<file path="src/rtl/alu_ctrl_issue.sv">
// alu_ctrl_issue: registered ALU-control decode stage between ID and EX.
// Decodes ALUOp/funct3/funct7[5] into the 4-bit ALU operation code and
// presents it to EX through a valid/ready handshake. Multiply/shift ops
// (4'b0100) are held for MUL_LAT cycles before being offered.
// Optional feature macro: ALU_CTRL_NOR_EN (enables R-type funct3=100,
// funct7[5]=1 as the NOR operation 4'b1100).
module alu_ctrl_issue #(
  parameter int MUL_LAT = 3
) (
  input  logic       clk,
  input  logic       reset,
  input  logic       in_valid,
  output logic       in_ready,
  input  logic [1:0] alu_op_in,
  input  logic [2:0] funct3,
  input  logic       funct7_5,
  input  logic       flush,
  output logic       out_valid,
  input  logic       out_ready,
  output logic [3:0] alu_ctrl,
  output logic       illegal
);

  localparam logic [3:0] OP_AND = 4'b0000;
  localparam logic [3:0] OP_OR  = 4'b0001;
  localparam logic [3:0] OP_ADD = 4'b0010;
  localparam logic [3:0] OP_SUB = 4'b0110;
  localparam logic [3:0] OP_MUL = 4'b0100;
`ifdef ALU_CTRL_NOR_EN
  localparam logic [3:0] OP_NOR = 4'b1100;
`endif

  // Counter only needs to hold MUL_LAT-1; keep at least one bit.
  localparam int CW = (MUL_LAT > 1) ? $clog2(MUL_LAT) : 1;
  localparam logic [CW-1:0] CNT_LOAD = CW'(MUL_LAT - 1);
  localparam logic [CW-1:0] CNT_ONE  = CW'(1);
  localparam bit HOLD_MUL = (MUL_LAT > 1);

  typedef enum logic [1:0] {
    IDLE  = 2'b00,
    WAIT  = 2'b01,
    VALID = 2'b10
  } state_t;

  state_t        state, state_n;
  logic [CW-1:0] cnt, cnt_n;
  logic [3:0]    dec_op;
  logic          dec_ill;
  logic          accept;
  logic          load;
  logic          go_wait;

  // Combinational decode of the incoming instruction fields.
  always_comb begin
    dec_op  = OP_ADD;
    dec_ill = 1'b0;
    unique case (alu_op_in)
      2'b00: dec_op = OP_ADD;
      2'b01: dec_op = OP_SUB;
      2'b10: begin
        unique case (funct3)
          3'b000:  dec_op = funct7_5 ? OP_SUB : OP_ADD;
          3'b111:  dec_op = OP_AND;
          3'b110:  dec_op = OP_OR;
          3'b001:  dec_op = OP_MUL;
`ifdef ALU_CTRL_NOR_EN
          3'b100: begin
            if (funct7_5) begin
              dec_op = OP_NOR;
            end else begin
              dec_ill = 1'b1;
            end
          end
`endif
          default: dec_ill = 1'b1;
        endcase
      end
      2'b11: begin
        unique case (funct3)
          3'b000:  dec_op = OP_ADD;
          3'b111:  dec_op = OP_AND;
          3'b110:  dec_op = OP_OR;
          3'b001:  dec_op = OP_MUL;
          default: dec_ill = 1'b1;
        endcase
      end
      default: dec_ill = 1'b1;
    endcase
  end

  assign in_ready  = (state == IDLE) || ((state == VALID) && out_ready);
  assign accept    = in_valid && in_ready && !flush;
  assign go_wait   = HOLD_MUL && (dec_op == OP_MUL);
  assign out_valid = (state == VALID);

  // Next-state and hold-counter logic; flush overrides everything.
  always_comb begin
    state_n = state;
    cnt_n   = cnt;
    load    = 1'b0;
    if (flush) begin
      state_n = IDLE;
      cnt_n   = '0;
    end else if (accept) begin
      load = 1'b1;
      if (go_wait) begin
        state_n = WAIT;
        cnt_n   = CNT_LOAD;
      end else begin
        state_n = VALID;
        cnt_n   = '0;
      end
    end else begin
      unique case (state)
        IDLE: state_n = IDLE;
        VALID: begin
          if (out_ready) begin
            state_n = IDLE;
          end
        end
        WAIT: begin
          if (cnt <= CNT_ONE) begin
            state_n = VALID;
            cnt_n   = '0;
          end else begin
            cnt_n = cnt - CNT_ONE;
          end
        end
        default: begin
          state_n = IDLE;
          cnt_n   = '0;
        end
      endcase
    end
  end

  // State register and hold counter.
  always_ff @(posedge clk or posedge reset) begin
    if (reset) begin
      state <= IDLE;
      cnt   <= '0;
    end else begin
      state <= state_n;
      cnt   <= cnt_n;
    end
  end

  // Output operation register, loaded only when an instruction is accepted.
  always_ff @(posedge clk or posedge reset) begin
    if (reset) begin
      alu_ctrl <= OP_ADD;
      illegal  <= 1'b0;
    end else if (load) begin
      alu_ctrl <= dec_op;
      illegal  <= dec_ill;
    end
  end

endmodule

</file>
<file path="config.mk">
export PLATFORM = sky130hd
export DESIGN_NAME = alu_ctrl_issue
export DESIGN_NICKNAME = d
export VERILOG_FILES = /design/src/rtl/alu_ctrl_issue.sv
export SDC_FILE = /design/constraint.sdc
export NUM_CORES = 1
export LEC_CHECK = 0
export CAP_MARGIN = 0
export CORE_AREA = 2 2 39 41
export DETAILED_ROUTE_END_ITERATION = 10
export DIE_AREA = 0 0 41 43
export DONT_BUFFER_PORTS = 1
export GPL_TIMING_DRIVEN = 0
export PLACE_DENSITY = 0.49
export SYNTH_ARGS = -nofsm -noshare
export SYNTH_HDL_FRONTEND = slang
export SYNTH_SLANG_ARGS = --single-unit
</file>
<file path="constraint.sdc">
create_clock -name clk -period 4.78 [get_ports clk]
set_clock_uncertainty 0.1 [all_clocks]
set_input_delay 0.478 -clock clk [delete_from_list [all_inputs] [get_ports clk]]
set_output_delay 0.478 -clock clk [all_outputs]
set_load 0.05 [all_outputs]
</file>
==> results of run 1 <==
per-layer routing:
layer  vias to the layer above  track usage  part of all wire  routed length [microns]
li1                        196            -                 -                        -
met1                       166        0.140              0.40                      354
met2                        12        0.184              0.52                      456
met3                         0       0.0890             0.076                       67
met4                         0            0                 0                        0
met5                         -            0                 0                        0
cells in the mapped netlist, types with 2 or more instances:
library cell | instances | area (sq um)
nor2_1 | 4 | 15.0
inv_1 | 5 | 18.8
dfrtp_1 | 7 | 175
nor2b_1 | 2 | 12.5
a21oi_1 | 4 | 20.0
o22ai_1 | 2 | 12.5
nand2_1 | 9 | 33.8
o21ai_1 | 2 | 10.0
per-stage QoR:
| stage | hold WS, ns | power, W | utilization |
|---|---|---|---|
| after floorplan | 0.193 | 0.000123 | - |
| after global placement | 0.238 | 0.000126 | 0.361 |
| after detailed placement | 0.245 | 0.000127 | 0.361 |
| after CTS | 0.170 | 0.000184 | 0.387 |
| after global routing | 0.166 | 0.000191 | 0.387 |
| final | 0.181 | 0.000180 | 0.387 |
cell families (layout without fill, tap and decap cells):
group	Yosys count	in the layout	share of synthesized area
flip-flops	8	8	0.420
buffers and inverters	7	12	0.0783
AND/OR/NAND/NOR	19	19	0.214
AO/OA/AOI/OAI	17	17	0.261
other	1	1	0.00783
XOR/XNOR	1	1	0.0183
where the power goes:
group / leakage (nW) / switching, W / internal, W
Sequential: 0.104 / 0.0000210 / 0.0000750
Clock: 0.0150 / 0.0000222 / 0.0000319
Combinational: 0.122 / 0.0000181 / 0.0000115
area by class of cell:
cell class,instances,area [sq um]
fillers,140,848
well taps,16,20.0
inverters,5,18.8
repair buffers,1,10.0
plain buffers,2,18.8
multi-input cells,38,240
clock buffers,4,26.3
flip-flops and latches,8,201
worst min-delay path by stage:
stage / startpoint / endpoint
detailed placement: reset / illegal
floorplan: reset / alu_ctrl[0]
global placement: reset / alu_ctrl[2]
CTS: flush / cnt[1]
finish: flush / cnt[1]
global route: flush / cnt[1]
cells in the final DEF, fill, tap and decap left out, types with 2 or more instances in the layout:
cell      count
nand2_1       9
dfrtp_1       7
inv_1         5
nor2_1        4
a21oi_1       4
clkbuf_4      3
nor2b_1       2
o21ai_1       2
o22ai_1       2
sequential cells by signal (all words and copies together) (netlist names):
register / cells
state: 2
cnt: 2
illegal: 1
alu_ctrl: 3
==> impl_metrics.yaml, run 1 <==
route:
  drt-vias-per-instance: 5.05
  drc: 0
  firstDrtPassIters: 4
  antenna_left: 0
  detail_route.wl_per_cell_microns: 11.9
  wl_microns: 878
  drt-initial-drc-count: 8
  via_count: 374
setup_path:
  arrival_ns: 1.49
  slowest_stage: "nor2b_1"
  cp.required_ns: 4.20
  worst-path-buf-inv: 0
  end_kind: "output port"
  r2r_end: "state[1]"
  cp_max_fo: 7
  r2r_setup_slack_ns: 2.88
  crit_chain: "nor2b_1"
  path_depth: 1
  r2r_start: "state[0]"
  cp-start-kind: "register"
  crit_start: "state[0]"
  reg2reg_depth: 5
  crit_family: "simple AND/OR/NAND/NOR gates"
  worst-setup-path-type: "register to output port"
  cpPeakStageDelay_ns: 0.79
  cp-endpoint: "out_valid"
floorplan:
  num_io_pins: 18
  core-area_sq_um: 1380
  die_h_microns: 43
  die_w_microns: 41
  start_util: 0.346
  die_area_sq_um: 1760
  rows: 14
min_path:
  hp-class: "input port to register"
  holdPathStages: 1
timing:
  slew_viol_final: 0
  finalHoldViolCount: 0
  worst_slack_ns: 2.72
  grt_setup_unrepaired: "no"
  fin_crit_ns: 2.06
  fmax_ghz: 0.484
  setup_violations: 0
  period_share: 0.432
  tightest_slew_ns: 0.990
  setup_tns_ns: 0
  relSlewSlack: 0.339
cts:
  cts.clk_slew.worst_paths_ns: 0.05
  postCtsSetupBuffers: 0
  clk_latency_ns: 0.25
  numCtsBuffers: 3
  ctsResizeCount: 0
  cts_tree: "done"
  hold_buffers: 1
  cts_max_path_buffers: 2
  cts-htree-levels: 1
  cts_root_buffer: "clkbuf_4"
  cts_sinks: 8
finish:
  antenna_cells: 0
  design_area_sq_um: 536
  nets: 70
  syn_to_final_growth_pct: 11.7
  fin_cells: 74
  drive_gt1_frac: 0.155
yosys:
  syn_area_sq_um: 479
  seq_area_frac_synth: 0.420
  synth.avg_cell_area_sq_um: 9.04
  syn-instance-count: 53
  syn_nets: 64
  synth_ff_type: "dfrtp_1"
  ys_async_sr_fraction: 1.00
  ys_types: 26
  synth_edf_count: 0
  ys_ff_latch: 8
  ys.warnings.count: 0
global_routing:
  grt_util_all_layers: 0.120
  grt_pass1_vias: 372
  grt_pass1_wl_microns: 1440
  antenna_found_initial: 0
  grt_max_degree: 10
  gr-total-overflow: 0
place:
  place_ws_ns: 2.88
  hpwlAfterDp_microns: 703
  post-place-cells: 69
  gp_congestion: 0.764
  post_dp_cell_area_sq_um: 499
  io_buffers: 0
power_and_ir_drop:
  ir_drop_mv: 0.119
  p_leak_nw: 0.241
  powerDensity_nw_per_um2: 336
job:
  max-cap-violations: 0
outcome:
  status: "finished, final reports clean"
No activity file was read; power rests on OpenSTA's default activity.
==> inputs of run 2 (changes only) <==
==> constraint.sdc (replaced) <==
create_clock -name clk -period 2 [get_ports clk]
set_clock_uncertainty 0.1 [all_clocks]
set_input_delay 0.2 -clock clk [delete_from_list [all_inputs] [get_ports clk]]
set_output_delay 0.2 -clock clk [all_outputs]
set_load 0.05 [all_outputs]
==> run 2 against run 1 <==
Effect of this change: final cell count increased by 4.1%; wire length increased by 6.9%; sequential power increased by 140%; count of clock-buffer cells in the layout unchanged; setup slack got worse by 2.6 ns; sequential share of layout area decreased by 2.0 points; sequential cell count unchanged; core utilization increased by 2.2 points.
==> impl_metrics.yaml, run 2 (synthesis gave the netlist of run 1 again) <==
outcome:
  status: "finished, final reports clean"
min_path:
  hp-class: "input port to register"
global_routing:
  antenna_found_initial: 0
  grt_pass1_wl_microns: 1480
  gr-total-overflow: 0
  grt_pass1_vias: 383
  grt_max_degree: 10
  grt_util_all_layers: 0.124
floorplan:
  start_util: 0.346
  die_h_microns: 43
  die_area_sq_um: 1760
  rows: 14
  core-area_sq_um: 1380
  die_w_microns: 41
  num_io_pins: 18
setup_path:
  worst-path-buf-inv: 1
  slowest_stage: "dfrtp_1"
  cp.required_ns: 2.04
  crit_family: "compound AO/OA/AOI/OAI gates"
  cpPeakStageDelay_ns: 0.44
  crit_chain: "nand2b_4 > or3_1 > buf_6 > a2111o_1 > a32o_1"
  arrival_ns: 1.94
  end_kind: "register"
  worst-setup-path-type: "register to register"
  cp-start-kind: "register"
  cp_max_fo: 9
cts:
  cts_tree: "done"
  cts.clk_slew.worst_paths_ns: 0.05
  cts_root_buffer: "clkbuf_4"
  ctsResizeCount: 0
  cts_sinks: 8
  cts_max_path_buffers: 2
  clk_latency_ns: 0.25
  cts-htree-levels: 1
  numCtsBuffers: 3
route:
  wl_met2_microns: 494
  drc: 0
  drt-met1-wl_microns: 385
  detail_route.wl_per_cell_microns: 12.2
  firstDrtPassIters: 3
  via_count: 377
  wl_microns: 939
  antenna_left: 0
  drt-initial-drc-count: 4
  top_layer: "met3"
  wl_met3_microns: 59
  drt-vias-per-instance: 4.90
finish:
  antenna_cells: 0
  top_regs: "alu_ctrl (3), cnt (2), state (2)"
  nFillCells: 144
  nets: 73
  syn_to_final_growth_pct: 18.0
  fin_cells: 77
  largest_reg_flops: 3
  drive_gt1_frac: 0.148
  final_common_cell: "nand2_1"
  top_register: "alu_ctrl"
  multi_input_area_sq_um: 240
  mostFrequentLayoutCells: "nand2_1 (9), dfrtp_1 (7), inv_1 (5)"
  regArea_sq_um: 201
timing:
  period_share: 0.951
  grt_setup_unrepaired: "no"
  slew_viol_final: 0
  relSlewSlack: 0.339
  finalHoldViolCount: 0
  fin_crit_ns: 1.90
  setup_tns_ns: 0
  tightest_slew_ns: 0.990
  fmax_ghz: 0.526
  setup_violations: 0
power_and_ir_drop:
  p_leak_nw: 0.254
  powerDensity_nw_per_um2: 771
  power_w: 0.000436
  ir_drop_mv: 0.298
place:
  gp_congestion: 0.764
  io_buffers: 0
  hpwlAfterDp_microns: 703
  post-place-cells: 69
job:
  max-cap-violations: 0
## run 2: cell count changes in the layout (fill, tap and decap cells not counted), sizes merged
cell / previous run / this run
dlygate4sd3: 1 / 4
## run 2: metal layers
metal	up-vias	global-route usage
li1	201	-
met3	0	0.0838
met4	0	0
met2	9	0.194
met1	167	0.147
met5	-	0
## run 2: layout make-up
class	instances	share of cell area
buffer	2	0.0332
clock buffer	4	0.0465
inverter	5	0.0332
multi-input combinational	38	0.425
sequential	8	0.356
tap	16	0.0354
timing repair buffer	4	0.0708
## run 2: report_power, final
group	switching [W]	internal, W	leakage (nW)
sequential	0.0000503	0.000179	0.104
clock	0.0000533	0.0000762	0.0150
combinational	0.0000453	0.0000314	0.135
## run 2: final timing paths
check / from / endpoint / slack, ns / cells after the start
max in group asynchronous: reset / alu_ctrl[1] / 1.27 / 2
min in group asynchronous: reset / alu_ctrl[0] / 0.25 / 2
min: funct3[2] / alu_ctrl[0] / 0.02 / 2
min reg2reg: cnt[0] / cnt[0] / 0.39 / 1
max: state[0] / state[1] / 0.1 / 5
max reg2reg: state[0] / state[1] / 0.1 / 5
## run 2: per-stage QoR
stage / setup WS [ns] / area, sq um / utilization / hold slack [ns]
2_1_floorplan: 0.194 / 479 / - / -0.0851
3_3_place_gp: 0.0811 / 499 / 0.361 / -0.0397
3_5_place_dp: 0.0989 / 499 / 0.361 / -0.0329
4_1_cts: 0.0867 / 566 / 0.409 / 0.00641
5_1_grt: 0.0155 / 566 / 0.409 / 0.0324
6_report: 0.0984 / 566 / 0.409 / 0.0195
## run 2: timing repair
item                                   4_1_cts  5_1_grt
hold buffers                                 4        0
setup buffers                                0        0
setup endpoints to repair                    0        0
endpoints found under the hold margin       13        0
==> inputs of run 3 (changes only) <==
--- a/config.mk
+++ b/config.mk
@@ -12,6 +12,7 @@
 export DONT_BUFFER_PORTS = 1
 export GPL_TIMING_DRIVEN = 0
 export PLACE_DENSITY = 0.49
+export SETUP_SLACK_MARGIN = 0.2
 export SYNTH_ARGS = -nofsm -noshare
 export SYNTH_HDL_FRONTEND = slang
 export SYNTH_SLANG_ARGS = --single-unit
==> run 3 against run 2 <==
Effect of this change: cell area grew 9.5%; highest routed layer is now met4; via count is 12% higher; non-clock buffer count is 5 higher; register-to-register slack gained 0.06 ns; power grew 5.4%; wire length rose by 21%; core utilization rose by 3.9 points; sequential share of layout area down 2.9 points; largest cell class unchanged; critical endpoint is now cnt[1].
==> impl_metrics.yaml, run 3 (synthesis gave the netlist of run 1 again) <==
finish:
  antenna_cells: 0
  top_register: "alu_ctrl"
  mostFrequentLayoutCells: "nand2_1 (9), buf_4 (6), dfrtp_1 (6)"
  nets: 78
  design_area_sq_um: 619
  nFillCells: 141
  largest_reg_flops: 3
  final_common_cell: "nand2_1"
  top_regs: "alu_ctrl (3), cnt (2), state (2)"
  syn_to_final_growth_pct: 29.2
  final_util: 0.448
  drive_gt1_frac: 0.273
global_routing:
  grt_util_all_layers: 0.159
  grt_pass1_vias: 466
  grt_pass1_wl_microns: 1830
  gr-total-overflow: 0
  antenna_found_initial: 0
  grt_max_degree: 9
route:
  drc: 0
  drt-initial-drc-count: 5
  wl_microns: 1130
  antenna_left: 0
  detail_route.wl_per_cell_microns: 13.8
  via_count: 424
  firstDrtPassIters: 4
  drt-vias-per-instance: 5.17
timing:
  whs_ns: 0.0287
  worst_slack_ns: 0.162
  period_share: 0.919
  grt_setup_unrepaired: "yes"
  relSlewSlack: 0.414
  finalHoldViolCount: 0
  tightest_slew_ns: 0.876
  slew_viol_final: 0
  setup_tns_ns: 0
  fmax_ghz: 0.544
  fin_crit_ns: 1.84
  setup_violations: 0
cts:
  cts-htree-levels: 1
  cts_sinks: 8
  cts_root_buffer: "clkbuf_4"
  cts_max_path_buffers: 2
  cts.clk_slew.worst_paths_ns: 0.06
  cts_tree: "done"
  numCtsBuffers: 3
  clk_latency_ns: 0.26
setup_path:
  worst-setup-path-type: "register to register"
  cp.required_ns: 2.06
  reg2reg_depth: 5
  r2r_end: "cnt[1]"
  arrival_ns: 1.90
  cp-start-kind: "register"
  end_kind: "register"
  cp-endpoint: "cnt[1]"
  r2r_setup_slack_ns: 0.16
  cp_max_fo: 4
  crit_start: "state[1]"
  r2r_start: "state[1]"
job:
  max-cap-violations: 0
floorplan:
  die_w_microns: 41
  die_h_microns: 43
  die_area_sq_um: 1760
  num_io_pins: 18
  rows: 14
  start_util: 0.346
  core-area_sq_um: 1380
outcome:
  status: "finished, final reports clean"
min_path:
  hp-class: "input port to register"
power_and_ir_drop:
  powerDensity_nw_per_um2: 741
  ir_drop_mv: 0.313
  p_leak_nw: 0.285
place:
  io_buffers: 0
  post_dp_cell_area_sq_um: 499
  place_ws_ns: 0.0949
  gp_congestion: 0.803
  hpwlAfterDp_microns: 758
==> run 3: area by class of cell <==
cell class | count | area [sq um] | share of cell area
Buffer | 2 | 18.8 | 0.0303
Inverter | 5 | 18.8 | 0.0303
Sequential cell | 8 | 203 | 0.327
Timing Repair Buffer | 9 | 77.6 | 0.125
Tap cell | 16 | 20.0 | 0.0323
Multi-Input combinational cell | 38 | 255 | 0.412
Clock buffer | 4 | 26.3 | 0.0424
==> run 3: worst min path at each step <==
stage | from | end | slack (ns) | cells after the start
after global routing | funct3[2] | alu_ctrl[0] | 0.03 | 2
after floorplan | reset | alu_ctrl[0] | -0.09 | 1
after detailed placement | reset | illegal | -0.04 | 1
final | funct3[2] | alu_ctrl[0] | 0.03 | 2
after CTS | funct3[2] | alu_ctrl[0] | 0.003 | 2
after global placement | reset | alu_ctrl[2] | -0.04 | 1
==> run 3: through the flow <==
stage,total power (W),cells
2_1_floorplan,0.000293,53
3_3_place_gp,0.000302,69
3_5_place_dp,0.000304,69
4_1_cts,0.000460,81
5_1_grt,0.000488,82
6_report,0.000459,82
==> run 3: where the power goes <==
| part | internal, W | total, W | switching (W) |
|---|---|---|---|
| Combinational | 0.0000404 | 0.0000916 | 0.0000511 |
| Clock | 0.0000768 | 0.000139 | 0.0000623 |
| Sequential | 0.000179 | 0.000229 | 0.0000494 |
==> run 3: metal layers <==
layer,wire length (microns),track usage,vias to the layer above
met5,0,0,-
met1,460,0.163,203
met3,59,0.0681,2
li1,-,-,208
met2,605,0.263,11
met4,8,0.0733,0
==> run 3: worst max-delay path, stage by stage (launching register included) <==
cell	delay, ns
dfrtp_1	0.40
nor2b_4	0.15
or3_4	0.36
buf_6	0.12
a2111o_1	0.35
a221oi_2	0.26
==> run 3: timing repair <==
action                                  in CTS  in global routing
endpoints found under the setup margin       4                  4
pin swaps                                    3                  2
setup buffers                                4                  1
hold buffers                                 4                  0
hold endpoints to repair                    13                  0
gates resized for setup                      2                  2
